`src/rtl/fir_io_driver.sv`:
```
// Host-side driver for the 6-tap FIR tile: resets the tile, serially loads the
// coefficients, then streams samples one FIR clock step each and returns results.
module fir_io_driver #(
    parameter int N_TAPS      = 6,
    parameter int BW_in       = 6,
    parameter int BW_out      = 8,
    parameter int HALF_PERIOD = 4
) (
    input  logic              clk,
    input  logic              reset,
    input  logic              cfg_we,
    input  logic [2:0]        cfg_addr,
    input  logic [BW_in-1:0]  cfg_data,
    input  logic              start,
    output logic              busy,
    output logic              loaded,
    input  logic              s_valid,
    input  logic [BW_in-1:0]  s_data,
    output logic              s_ready,
    output logic              m_valid,
    output logic [BW_out-1:0] m_data,
    input  logic              m_ready,
    output logic [7:0]        fir_io_in,
    input  logic [7:0]        fir_io_out,
    output logic [2:0]        dbg_state_o
);

    localparam int CW = $clog2(HALF_PERIOD + 1);
    localparam int TW = (N_TAPS > 1) ? $clog2(N_TAPS) : 1;

    localparam logic [2:0] ST_IDLE     = 3'd0;
    localparam logic [2:0] ST_RST_LO   = 3'd1;
    localparam logic [2:0] ST_RST_HI   = 3'd2;
    localparam logic [2:0] ST_LD_LO    = 3'd3;
    localparam logic [2:0] ST_LD_HI    = 3'd4;
    localparam logic [2:0] ST_RUN_WAIT = 3'd5;
    localparam logic [2:0] ST_RUN_LO   = 3'd6;
    localparam logic [2:0] ST_RUN_HI   = 3'd7;

    logic [2:0]        state_q, state_d;
    logic [CW-1:0]     cnt_q, cnt_d;
    logic [TW-1:0]     tap_q, tap_d;
    logic [BW_in-1:0]  data_q, data_d;
    logic [BW_in-1:0]  coef_q [N_TAPS];
    logic [BW_in-1:0]  coef_d [N_TAPS];
    logic [7:0]        io_q;
    logic              m_valid_q, m_valid_d;
    logic [BW_out-1:0] m_data_q, m_data_d;
    logic              primed_q, primed_d;

    logic              idle_like;
    logic              timed;
    logic              phase_end;
    logic              cfg_ok;
    logic [TW-1:0]     ld_next_idx;
    logic [BW_in-1:0]  coef_sel;

    assign idle_like   = (state_q == ST_IDLE) || (state_q == ST_RUN_WAIT);
    assign timed       = !idle_like;
    assign phase_end   = (cnt_q == CW'(HALF_PERIOD - 1));
    assign cfg_ok      = cfg_we && idle_like;
    assign ld_next_idx = (state_q == ST_RST_HI) ? TW'(N_TAPS - 1) : (tap_q - TW'(1));

    // Coefficients go out highest index first so the tile's shift chain ends
    // with coef[k] multiplying the sample delayed by k.
    always_comb begin
        coef_sel = '0;
        for (int i = 0; i < N_TAPS; i++) begin
            if (ld_next_idx == TW'(i)) coef_sel = coef_q[i];
        end
    end

    // Stream handshake: a beat transfers on any cycle where valid and ready are
    // both high; ready never depends on valid, and valid holds until accepted.
    assign s_ready = (state_q == ST_RUN_WAIT) && (!m_valid_q || m_ready);

    always_comb begin
        state_d   = state_q;
        cnt_d     = '0;
        tap_d     = tap_q;
        data_d    = data_q;
        coef_d    = coef_q;
        m_valid_d = m_valid_q;
        m_data_d  = m_data_q;
        primed_d  = primed_q;

        if (timed && !phase_end) cnt_d = cnt_q + CW'(1);

        for (int i = 0; i < N_TAPS; i++) begin
            if (cfg_ok && (cfg_addr == 3'(i))) coef_d[i] = cfg_data;
        end

        if (m_valid_q && m_ready) m_valid_d = 1'b0;

        case (state_q)
            ST_IDLE, ST_RUN_WAIT: begin
                if (start) begin
                    state_d   = ST_RST_LO;
                    data_d    = '0;
                    m_valid_d = 1'b0;
                    primed_d  = 1'b0;
                end else if ((state_q == ST_RUN_WAIT) && s_valid && s_ready) begin
                    state_d = ST_RUN_LO;
                    data_d  = s_data;
                end
            end
            ST_RST_LO: if (phase_end) state_d = ST_RST_HI;
            ST_RST_HI: begin
                if (phase_end) begin
                    state_d = ST_LD_LO;
                    tap_d   = ld_next_idx;
                    data_d  = coef_sel;
                end
            end
            ST_LD_LO: if (phase_end) state_d = ST_LD_HI;
            ST_LD_HI: begin
                if (phase_end) begin
                    if (tap_q == '0) begin
                        state_d = ST_RUN_WAIT;
                    end else begin
                        state_d = ST_LD_LO;
                        tap_d   = ld_next_idx;
                        data_d  = coef_sel;
                    end
                end
            end
            ST_RUN_LO: if (phase_end) state_d = ST_RUN_HI;
            ST_RUN_HI: begin
                if (phase_end) begin
                    state_d  = ST_RUN_WAIT;
                    primed_d = 1'b1;
                    // The tile's sum lags one edge, so the first step after load has nothing to report.
                    if (primed_q) begin
                        m_valid_d = 1'b1;
                        m_data_d  = io_q[BW_out-1:0];
                    end
                end
            end
            default: state_d = ST_IDLE;
        endcase
    end

    always_ff @(posedge clk) begin
        if (reset) begin
            state_q   <= ST_IDLE;
            cnt_q     <= '0;
            tap_q     <= '0;
            data_q    <= '0;
            coef_q    <= '{default: '0};
            io_q      <= '0;
            m_valid_q <= 1'b0;
            m_data_q  <= '0;
            primed_q  <= 1'b0;
        end else begin
            state_q   <= state_d;
            cnt_q     <= cnt_d;
            tap_q     <= tap_d;
            data_q    <= data_d;
            coef_q    <= coef_d;
            io_q      <= fir_io_out;
            m_valid_q <= m_valid_d;
            m_data_q  <= m_data_d;
            primed_q  <= primed_d;
        end
    end

    always_comb begin
        fir_io_in             = '0;
        fir_io_in[0]          = (state_q == ST_RST_HI) || (state_q == ST_LD_HI) || (state_q == ST_RUN_HI);
        fir_io_in[1]          = (state_q == ST_RST_LO) || (state_q == ST_RST_HI);
        fir_io_in[BW_in+1:2]  = data_q;
    end

    assign busy        = (state_q == ST_RST_LO) || (state_q == ST_RST_HI) ||
                         (state_q == ST_LD_LO)  || (state_q == ST_LD_HI);
    assign loaded      = (state_q == ST_RUN_WAIT) || (state_q == ST_RUN_LO) || (state_q == ST_RUN_HI);
    assign m_valid     = m_valid_q;
    assign m_data      = m_data_q;
    assign dbg_state_o = state_q;

endmodule

```
`config.mk`:
```
export PLATFORM = sky130hd
export DESIGN_NAME = fir_io_driver
export DESIGN_NICKNAME = d
export VERILOG_FILES = /design/src/rtl/fir_io_driver.sv
export SDC_FILE = /design/constraint.sdc
export NUM_CORES = 1
export LEC_CHECK = 0
export CAP_MARGIN = 20
export CORE_UTILIZATION = 35
export CTS_CLUSTER_SIZE = 10
export DETAILED_ROUTE_END_ITERATION = 8
export GPL_TIMING_DRIVEN = 1
export PLACE_DENSITY = 0.56
export RECOVER_POWER = 100
export REMOVE_ABC_BUFFERS = 1
export SYNTH_ARGS = -nofsm -noshare
export SYNTH_HDL_FRONTEND = slang
export SYNTH_SLANG_ARGS = --single-unit
```
`constraint.sdc`:
```
create_clock -name clk -period 5.8 [get_ports clk]
set_clock_uncertainty 0.05 [all_clocks]
set_input_delay 1.16 -clock clk [delete_from_list [all_inputs] [get_ports clk]]
set_output_delay 1.16 -clock clk [all_outputs]
set_load 0.1 [all_outputs]
```
==> results of run 1 <==
-- final timing paths --
kind / start / depth (start not counted) / to / slack [ns]
max: m_ready / 4 / s_ready / 1.43
min: cnt_q[0] / 1 / cnt_q[0] / 0.37
max reg2reg: tap_q[0] / 7 / data_q[4] / 2.89
min reg2reg: cnt_q[0] / 1 / cnt_q[0] / 0.37
-- cell type report --
class	count	area, um2
multi-input combinational	246	1730
tap	108	135
sequential	69	1380
timing repair buffer	52	509
inverter	11	41.3
fill	887	4850
clock buffer	9	124
clock inverter	7	80.1
-- cells in the final DEF (no fill, tap or decap), types with 2 or more instances in the layout --
| cell type | count |
|---|---|
| ha_1 | 4 |
| clkinvlp_4 | 2 |
| mux2i_1 | 49 |
| dlygate4sd3_1 | 23 |
| nor4_4 | 2 |
| nand2b_1 | 7 |
| a21o_1 | 2 |
| nand2_1 | 10 |
| xor2_2 | 2 |
| clkdlybuf4s50_1 | 27 |
| a211oi_1 | 4 |
| o22ai_1 | 5 |
| nor3_1 | 10 |
| nand4_1 | 6 |
| o21ai_0 | 10 |
| xnor2_1 | 3 |
| inv_6 | 4 |
| a21oi_1 | 11 |
| nor2_1 | 63 |
| inv_1 | 11 |
| nand3_1 | 8 |
| dfxtp_1 | 69 |
| and3_1 | 4 |
| clkbuf_8 | 9 |
| nor2b_1 | 18 |
| a2111oi_2 | 5 |
-- report_power, final --
| group | switching (mW) | total, mW | internal (mW) | leakage, nW |
|---|---|---|---|---|
| logic | 0.175 | 0.254 | 0.0786 | 0.919 |
| clock network | 0.198 | 0.403 | 0.204 | 0.0973 |
| registers | 0.0177 | 0.510 | 0.492 | 0.561 |
-- cell usage after synthesis, types with 2 or more instances --
cell type  count
dfxtp_1       69
nor2_1        63
mux2i_1       49
nor2b_1       18
a21oi_1       11
clkbuf_1      11
inv_1         11
nand2_1       10
nor3_1        10
o21ai_0       10
nand3_1        8
nand2b_1       7
buf_2          6
nand4_1        6
a2111oi_2      5
o22ai_1        5
a211oi_1       4
and3_1         4
ha_1           4
xnor2_1        3
a21o_1         2
nor4_4         2
xor2_2         2
-- flip-flops by register name, summed over array words and instances (netlist names) --
name	count
coef_q	36
io_q	8
m_data	8
data_q	6
cnt_q	3
dbg_state_o	3
tap_q	3
m_valid	1
primed_q	1
-- logic make-up (layout without fill, tap and decap cells) --
logic type	count (synthesis)	in the layout	synth area share, %
AO/OA/AOI/OAI	50	50	12.4
XOR/XNOR	6	6	2.08
adder cells (fa/ha/maj)	4	4	1.54
buffers and inverters	30	79	4.05
flip-flops	69	69	42.6
multiplexers	49	49	15.1
AND/OR/NAND/NOR	137	137	22.2
-- metrics by stage --
step	cell area, um2	util, %	worst slack, ns	cells
5_1_grt	4000	45.2	1.36	502
3_3_place_gp	3800	42.9	1.51	486
2_1_floorplan	3150	-	1.56	326
6_report	4000	45.2	1.43	502
4_1_cts	4000	45.2	1.49	502
3_5_place_dp	3800	42.9	1.50	486
-- metal layers --
layer | vias up | routed length (um) | share of wire (%) | track usage [%]
met5 | - | 0 | 0 | 0
met4 | 0 | 74 | 1.0 | 6.20
met3 | 5 | 232 | 3.1 | 2.93
met2 | 51 | 3370 | 45 | 24.7
met1 | 1236 | 3730 | 50 | 23.1
li1 | 1296 | - | - | -
==> reports/results.txt, run 1 <==
gp weighted congestion - 0.753
vias in the first global route - 2421
worst path bufs/invs - 2
layout cell share with drive strength beyond 1 - 8.88%
PwrDens - 291 nW/um2
worst stage delay on the critical path - 1.21 ns
I/O Pins - 52
Detailed Place HPWL - 5120 um
max_slew headroom - -101%
Netlist cell types - 48
Initial Util - 36.6%
Die Ht - 98.2 um
area delta synth->final - 23.4%
worst skew pair latency - 0.34 ns
VDD IR-drop max - 95.7 uV
Resized cells post-CTS - 0
ANT cells - 0
synthesized instance count - 345
Die Wd - 98.2 um
Hold Buf Count CTS - 0
ys flop type - dfxtp_1
post-route ant nets - 0
RSZ-0062 raised after global routing - no
Worst-path clk slew - 0.08 ns
Nets - 422
Worst path top cell family by delay - buffers and inverters
postcts setup bufs - 0
1st-pass router iterations - 8
final WL - 7410 um
total CTS buffers - 9
Slew Limit Fails - 68
CTS sink count - 69
initial antenna violation count - 0
1st-iter DRT viols - 105
synthesized area per cell - 9.40 um2
maximum clock rate - 0.229 GHz
fin crit share - 75.3%
Async SR Flop Fraction - 0%
Seq/Total Area, Yosys - 42.6%
CTS Root Cell - clkbuf_8
Syn. warnings - 0
setup TNS - 0 ns
Design Power - 1.17 mW
Post-synth EDFFs - 0
worst-case clock buffer depth - 2
Wirelength per Cell - 14.8 um
Setup violations, final - 0
DRC Markers - 2
Mapped Area - 3240 um2
Fin. Hold Viols - 0
status - finished, violations left
total number of vias - 2588
crit path DAT - 3.16 ns
worst path cell trace - clkdlybuf4s50_1, nand2b_1, and3_1, dlygate4sd3_1
die area - 9650 um2
first-pass GRT wire length - 12500 um
worst slew pin tran - 3.02 ns
Min Hold Slack - 0.371 ns
Setup Crit Path Kind - input pin to primary output
IO buf count - 51
Final min period - 4.37 ns
largest area contributor in the netlist - dfxtp_1
Vias/cell - 5.16
Critical Path RT - 4.59 ns
synth top area cells - dfxtp_1 (43%), mux2i_1 (15%), nor2_1 (7.3%)
GRT Util Overall - 16.3%
failing checks - design-rule violations, max-capacitance violations, max-slew violations
slowest CP cell - dlygate4sd3_1
row count - 34
CP Max Fanout - 3
GRT overflow - 0
Core Box Area - 8850 um2
Max H-tree Level - 3
Max Cap Violations - 1
Seq cells post-synth - 69
clock tree from TritonCTS - yes
Yosys top cell area share - 42.6%
LEAKAGE - 1.58 nW
Hold Path Class - flip-flop to flip-flop
CP Launch Type - input pin
largest net degree at the start of global routing - 68
Crit. End Element - primary output
No activity file was read; power rests on OpenSTA's default activity.
==> run 2: changes to the inputs <==
==> constraint.sdc (replaced) <==
create_clock -name clk -period 4.4 [get_ports clk]
set_clock_uncertainty 0.05 [all_clocks]
set_input_delay 0.88 -clock clk [delete_from_list [all_inputs] [get_ports clk]]
set_output_delay 0.88 -clock clk [all_outputs]
set_load 0.1 [all_outputs]
==> run 2 against run 1 <==
- the run ends with max-capacitance violations, max-slew violations left
- combinational power increased by 32%
- via count is 1.2% lower
- register-to-register slack worse by 1.4 ns
- routed wire length shrank 1.1%
- cell count increased by 0.20%
- largest power group unchanged
==> reports/results.txt, run 2 (synthesis results as in run 1) <==
vias in the first global route - 2459 (+1.6%)
Setup violations, final - 0 (unchanged)
die area - 9650 um2 (unchanged)
Fin. Hold Viols - 0 (unchanged)
Core Util, Final - 45.3% (+0.085 points)
worst path bufs/invs - 1 (-1)
row count - 34 (unchanged)
Worst-path clk slew - 0.08 ns (about the same)
Initial Util - 36.6% (unchanged)
initial antenna violation count - 0 (unchanged)
total number of vias - 2556 (-1.2%)
most frequent cells in the layout - dfxtp_1 (69), nor2_1 (63), mux2i_1 (49)
Reg with most FFs - coef_q
fin crit share - 80.3%
setup TNS - 0 ns (unchanged)
IO buf count - 51 (unchanged)
total CTS buffers - 9 (unchanged)
Wirelength per Cell - 14.6 um (-1.3%)
Resized cells post-CTS - 0 (unchanged)
ANT cells - 0 (unchanged)
dpl cells - 487 (+0.21%)
Hold Buf Count CTS - 0 (unchanged)
status - finished, violations left
gp weighted congestion - 0.752 (-0.17%)
worst slew pin tran - 2.39 ns (-0.629 ns)
largest net degree at the start of global routing - 55 (-19%)
failing checks - max-capacitance violations, max-slew violations
Nets - 423 (+0.24%)
DRC Markers - 0 (-2)
worst skew pair latency - 0.34 ns (about the same)
Max H-tree Level - 3 (unchanged)
GRT overflow - 0 (unchanged)
I/O Pins - 52 (unchanged)
Critical Path RT - 3.47 ns (-1.12 ns)
Die Ht - 98.2 um (unchanged)
Crit. Startpoint - dbg_state_o[2]
VDD IR-drop max - 159 uV (+67%)
Clock power frac - 36.9% (+2.4 points)
max_slew headroom - -59.3% (+42 points)
r2r startpoint - tap_q[0]
PwrDens - 396 nW/um2 (+36%)
register area - 1380 um2 (unchanged)
Die Wd - 98.2 um (unchanged)
worst path cell trace - nor3_1, nor2_1, dlygate4sd3_1
layout cell share with drive strength beyond 1 - 8.61% (-0.28 points)
RSZ-0062 raised after global routing - no
CP Max Fanout - 21 (+18)
Core Box Area - 8850 um2 (unchanged)
Psw - 0.510 mW (+30%)
area delta synth->final - 23.6%
hold path startpoint - cnt_q[0]
postcts setup bufs - 0 (unchanged)
Comb power frac - 21.1% (-0.7 points)
final WL - 7330 um (-1.1%)
Vias/cell - 5.08 (-1.4%)
crit path DAT - 2.60 ns (-0.56 ns)
sequential share of power - 42.0% (-1.7 points)
internal power - 1.08 mW (+39%)
area of the multi-input gates - 1720 um2 (-0.36%)
CTS sink count - 69 (unchanged)
1st-pass router iterations - 6 (-2)
commonest non-fill, non-tap cell in the layout - dfxtp_1
Design Power - 1.59 mW (+36%)
CP Launch Type - flip-flop
slowest CP cell - dlygate4sd3_1
Sw Ratio - 32.1% (-1.4 points)
fillers - 876 (-1.2%)
maximum clock rate - 0.283 GHz
CTS Root Cell - clkbuf_8
Worst path top cell family by delay - buffers and inverters
1st-iter DRT viols - 81 (-23%)
post-route ant nets - 0 (unchanged)
first-pass GRT wire length - 12400 um (-0.50%)
Detailed Place HPWL - 5200 um (+1.6%)
clock tree from TritonCTS - yes
LEAKAGE - 1.58 nW (+0.21%)
fin worst setup slack - 0.866 ns (-0.565 ns)
Setup Crit Path Kind - flip-flop to primary output
worst-case clock buffer depth - 2 (unchanged)
GRT Util Overall - 16.3% (about the same)
Crit. End Element - primary output
Max Cap Violations - 1 (unchanged)
Final min period - 3.53 ns
worst stage delay on the critical path - 1.20 ns (about the same)
Setup WS pre-CTS - 1.30 ns (-0.199 ns)
final std cells w/o fill - 503 (+0.20%)
Hold Path Class - flip-flop to flip-flop
Slew Limit Fails - 55 (-19%)
Largest register FFs - 36 (unchanged)
==> run 2: cell count changes in the layout (fill, tap and decap cells not counted), sizes merged <==
| cell | previous run | this run |
|---|---|---|
| dlygate4sd3 | 23 | 20 |
| clkinvlp | 2 | 0 |
| clkbuf | 10 | 14 |
| bufinv | 1 | 2 |
| inv | 15 | 14 |
| clkinv | 0 | 2 |
==> run 2: final timing paths <==
kind	endpoint	slack [ns]	cells past startpoint
worst min register to register	cnt_q[0]	0.37	1
worst min-delay path	cnt_q[0]	0.37	1
worst max-delay path	busy	0.87	3
worst max register to register	data_q[4]	1.53	7
==> run 2: metrics by stage <==
stage          hold slack [ns]  cell area, um2
5_1_grt                  0.408            4010
3_5_place_dp             0.362            3800
2_1_floorplan            0.349            3150
4_1_cts                  0.374            4030
3_3_place_gp             0.359            3800
6_report                 0.373            4010
==> run 2: per-layer routing <==
layer  global-route usage, %  routed length (um)  part of all wire (%)
met5                       0                   0                     0
met4                    5.86                  68                  0.93
met3                    3.22                 248                   3.4
met2                    25.1                3340                    46
met1                    22.7                3670                    50
==> run 2: power by group through the flow <==
stage	Clock, mW	Combinational, mW	Sequential, mW
global route	0.634	0.361	0.672
CTS	0.605	0.348	0.668
finish	0.586	0.335	0.667
global placement	0	0.346	0.682
floorplan	0	0.156	0.770
detailed placement	0	0.347	0.683
==> run 2: area by class of cell <==
cell class                 instances  area share, %
inverter                          11           1.03
clock buffer                       9           3.09
sequential                        69           34.5
tap                              108           3.37
clock inverter                     7           2.65
multi-input combinational        246           43.0
timing repair buffer              53           12.4
==> run 3: changes to the inputs <==
--- a/config.mk
+++ b/config.mk
@@ -10,7 +10,7 @@
 export CTS_CLUSTER_SIZE = 10
 export DETAILED_ROUTE_END_ITERATION = 8
 export GPL_TIMING_DRIVEN = 1
-export PLACE_DENSITY = 0.56
+export PLACE_DENSITY = 0.58
 export RECOVER_POWER = 100
 export REMOVE_ABC_BUFFERS = 1
 export SYNTH_ARGS = -nofsm -noshare
==> constraint.sdc (replaced) <==
create_clock -name clk -period 2.9 [get_ports clk]
set_clock_uncertainty 0.05 [all_clocks]
set_input_delay 0.58 -clock clk [delete_from_list [all_inputs] [get_ports clk]]
set_output_delay 0.58 -clock clk [all_outputs]
set_load 0.1 [all_outputs]
==> run 3 against run 2 <==
- the flow now finishes without violations
- power is 57% higher
- register-to-register slack got worse by 1.3 ns
- non-clock buffer count up 7
- core utilization fell by 0.49 points
- critical path type is now flip-flop to flip-flop
- highest routed layer unchanged
- sequential share of layout area increased by 0.38 points
==> reports/results.txt, run 3 (synthesis results as in run 1) <==
status - finished, final reports clean
max_slew headroom - 21.5% (+81 points)
Setup Crit Path Kind - flip-flop to flip-flop
Max H-tree Level - 3 (unchanged)
1st-pass router iterations - 6 (unchanged)
die area - 9650 um2 (unchanged)
area delta synth->final - 22.3%
CTS Root Cell - clkbuf_8
Resized cells post-CTS - 0 (unchanged)
fin crit share - 91.2%
vias in the first global route - 2483 (+0.98%)
total number of vias - 2567 (+0.43%)
total CTS buffers - 9 (unchanged)
final WL - 7510 um (+2.5%)
GRT Util Overall - 16.2% (-0.089 points)
area of the multi-input gates - 1690 um2 (-1.9%)
RSZ-0062 raised after global routing - no
IO buf count - 51 (unchanged)
Initial Util - 36.6% (unchanged)
Max Cap Violations - 0 (-1)
Hold Path Class - flip-flop to flip-flop
PwrDens - 628 nW/um2 (+59%)
commonest non-fill, non-tap cell in the layout - dfxtp_1
final std cells w/o fill - 510 (+1.4%)
dpl cells - 494 (+1.4%)
Wirelength per Cell - 14.7 um (+1.1%)
Reg with most FFs - coef_q
worst skew pair latency - 0.34 ns (about the same)
Largest register FFs - 36 (unchanged)
most frequent cells in the layout - dfxtp_1 (69), nor2_1 (63), mux2i_1 (49)
Final min period - 2.65 ns
Detailed Place HPWL - 5390 um (+3.6%)
Worst-path clk slew - 0.08 ns (about the same)
CTS sink count - 69 (unchanged)
layout cell share with drive strength beyond 1 - 10.4% (+1.8 points)
worst-case clock buffer depth - 2 (unchanged)
Die Ht - 98.2 um (unchanged)
Setup violations, final - 0 (unchanged)
Vias/cell - 5.03 (-0.95%)
Critical Path RT - 3.08 ns (-0.39 ns)
Fin. Hold Viols - 0 (unchanged)
register area - 1380 um2 (unchanged)
Hold Buf Count CTS - 0 (unchanged)
post-route ant nets - 0 (unchanged)
ANT cells - 0 (unchanged)
Nets - 430 (+1.7%)
Slew Limit Fails - 0 (-100%)
Die Wd - 98.2 um (unchanged)
Crit. End Element - flip-flop
DRC Markers - 0 (unchanged)
dpl cell area - 3850 um2 (+1.4%)
CP Launch Type - flip-flop
1st-iter DRT viols - 86 (+6.2%)
clock tree from TritonCTS - yes
maximum clock rate - 0.378 GHz
largest net degree at the start of global routing - 47 (-15%)
fin area - 3960 um2 (-1.1%)
fillers - 881 (+0.57%)
first-pass GRT wire length - 12300 um (-1.1%)
Core Box Area - 8850 um2 (unchanged)
VDD IR-drop max - 199 uV (+25%)
GRT overflow - 0 (unchanged)
row count - 34 (unchanged)
gp weighted congestion - 0.813 (+8.0%)
initial antenna violation count - 0 (unchanged)
LEAKAGE - 1.54 nW (-2.3%)
I/O Pins - 52 (unchanged)
CP Max Fanout - 10 (-52%)
postcts setup bufs - 0 (unchanged)
crit path DAT - 2.82 ns (+0.22 ns)
worst slew pin tran - 1.18 ns (-1.21 ns)
-- run 3: layout make-up --
type | instances | share of cell area (%)
multi-input cells | 246 | 42.6
flip-flops and latches | 69 | 34.8
repair buffers | 60 | 11.8
clock buffers | 11 | 3.57
well taps | 108 | 3.41
clock inverters | 5 | 2.68
inverters | 11 | 1.04
-- run 3: stage by stage --
step / power (mW) / worst slack, ns / setup TNS, ns / hold slack, ns / util (%)
final: 2.49 / 0.254 / 0 / 0.383 / 44.8
after global routing: 2.59 / 0.100 / 0 / 0.408 / 44.8
after CTS: 2.56 / 0.318 / 0 / 0.386 / 46.3
after detailed placement: 1.58 / 0.482 / 0 / 0.375 / 43.5
after global placement: 1.58 / 0.504 / 0 / 0.358 / 43.5
after floorplan: 1.40 / -0.758 / -1.53 / 0.349 / -
-- run 3: power breakdown --
part           switching [mW]  leakage [nW]  internal (mW)  total [mW]
Sequential             0.0265         0.561          0.984        1.01
Combinational           0.358         0.864          0.147       0.505
Clock                   0.377         0.120          0.599       0.976
-- run 3: final timing paths --
check	slack, ns	depth (start not counted)	from	end
setup reg to reg	0.25	7	tap_q[0]	data_q[5]
setup / recovery	0.25	7	tap_q[0]	data_q[5]
hold / removal	0.38	1	cnt_q[0]	cnt_q[0]
hold reg to reg	0.38	1	cnt_q[0]	cnt_q[0]
-- run 3: critical path, stage by stage, from the launching register on --
cell,delay [ns]
dfxtp_1,0.46
inv_1,0.14
ha_1,0.55
clkbuf_1,0.48
mux2i_1,0.29
o22ai_1,0.10
a2111oi_2,0.37
nor3_1,0.09
-- run 3: metal layers --
layer	vias to the layer above	global-route usage (%)	routed length, um
met5	-	0	0
met4	0	6.20	107
met3	6	4.51	352
met2	43	25.1	3300
met1	1210	21.6	3750
li1	1308	-	-
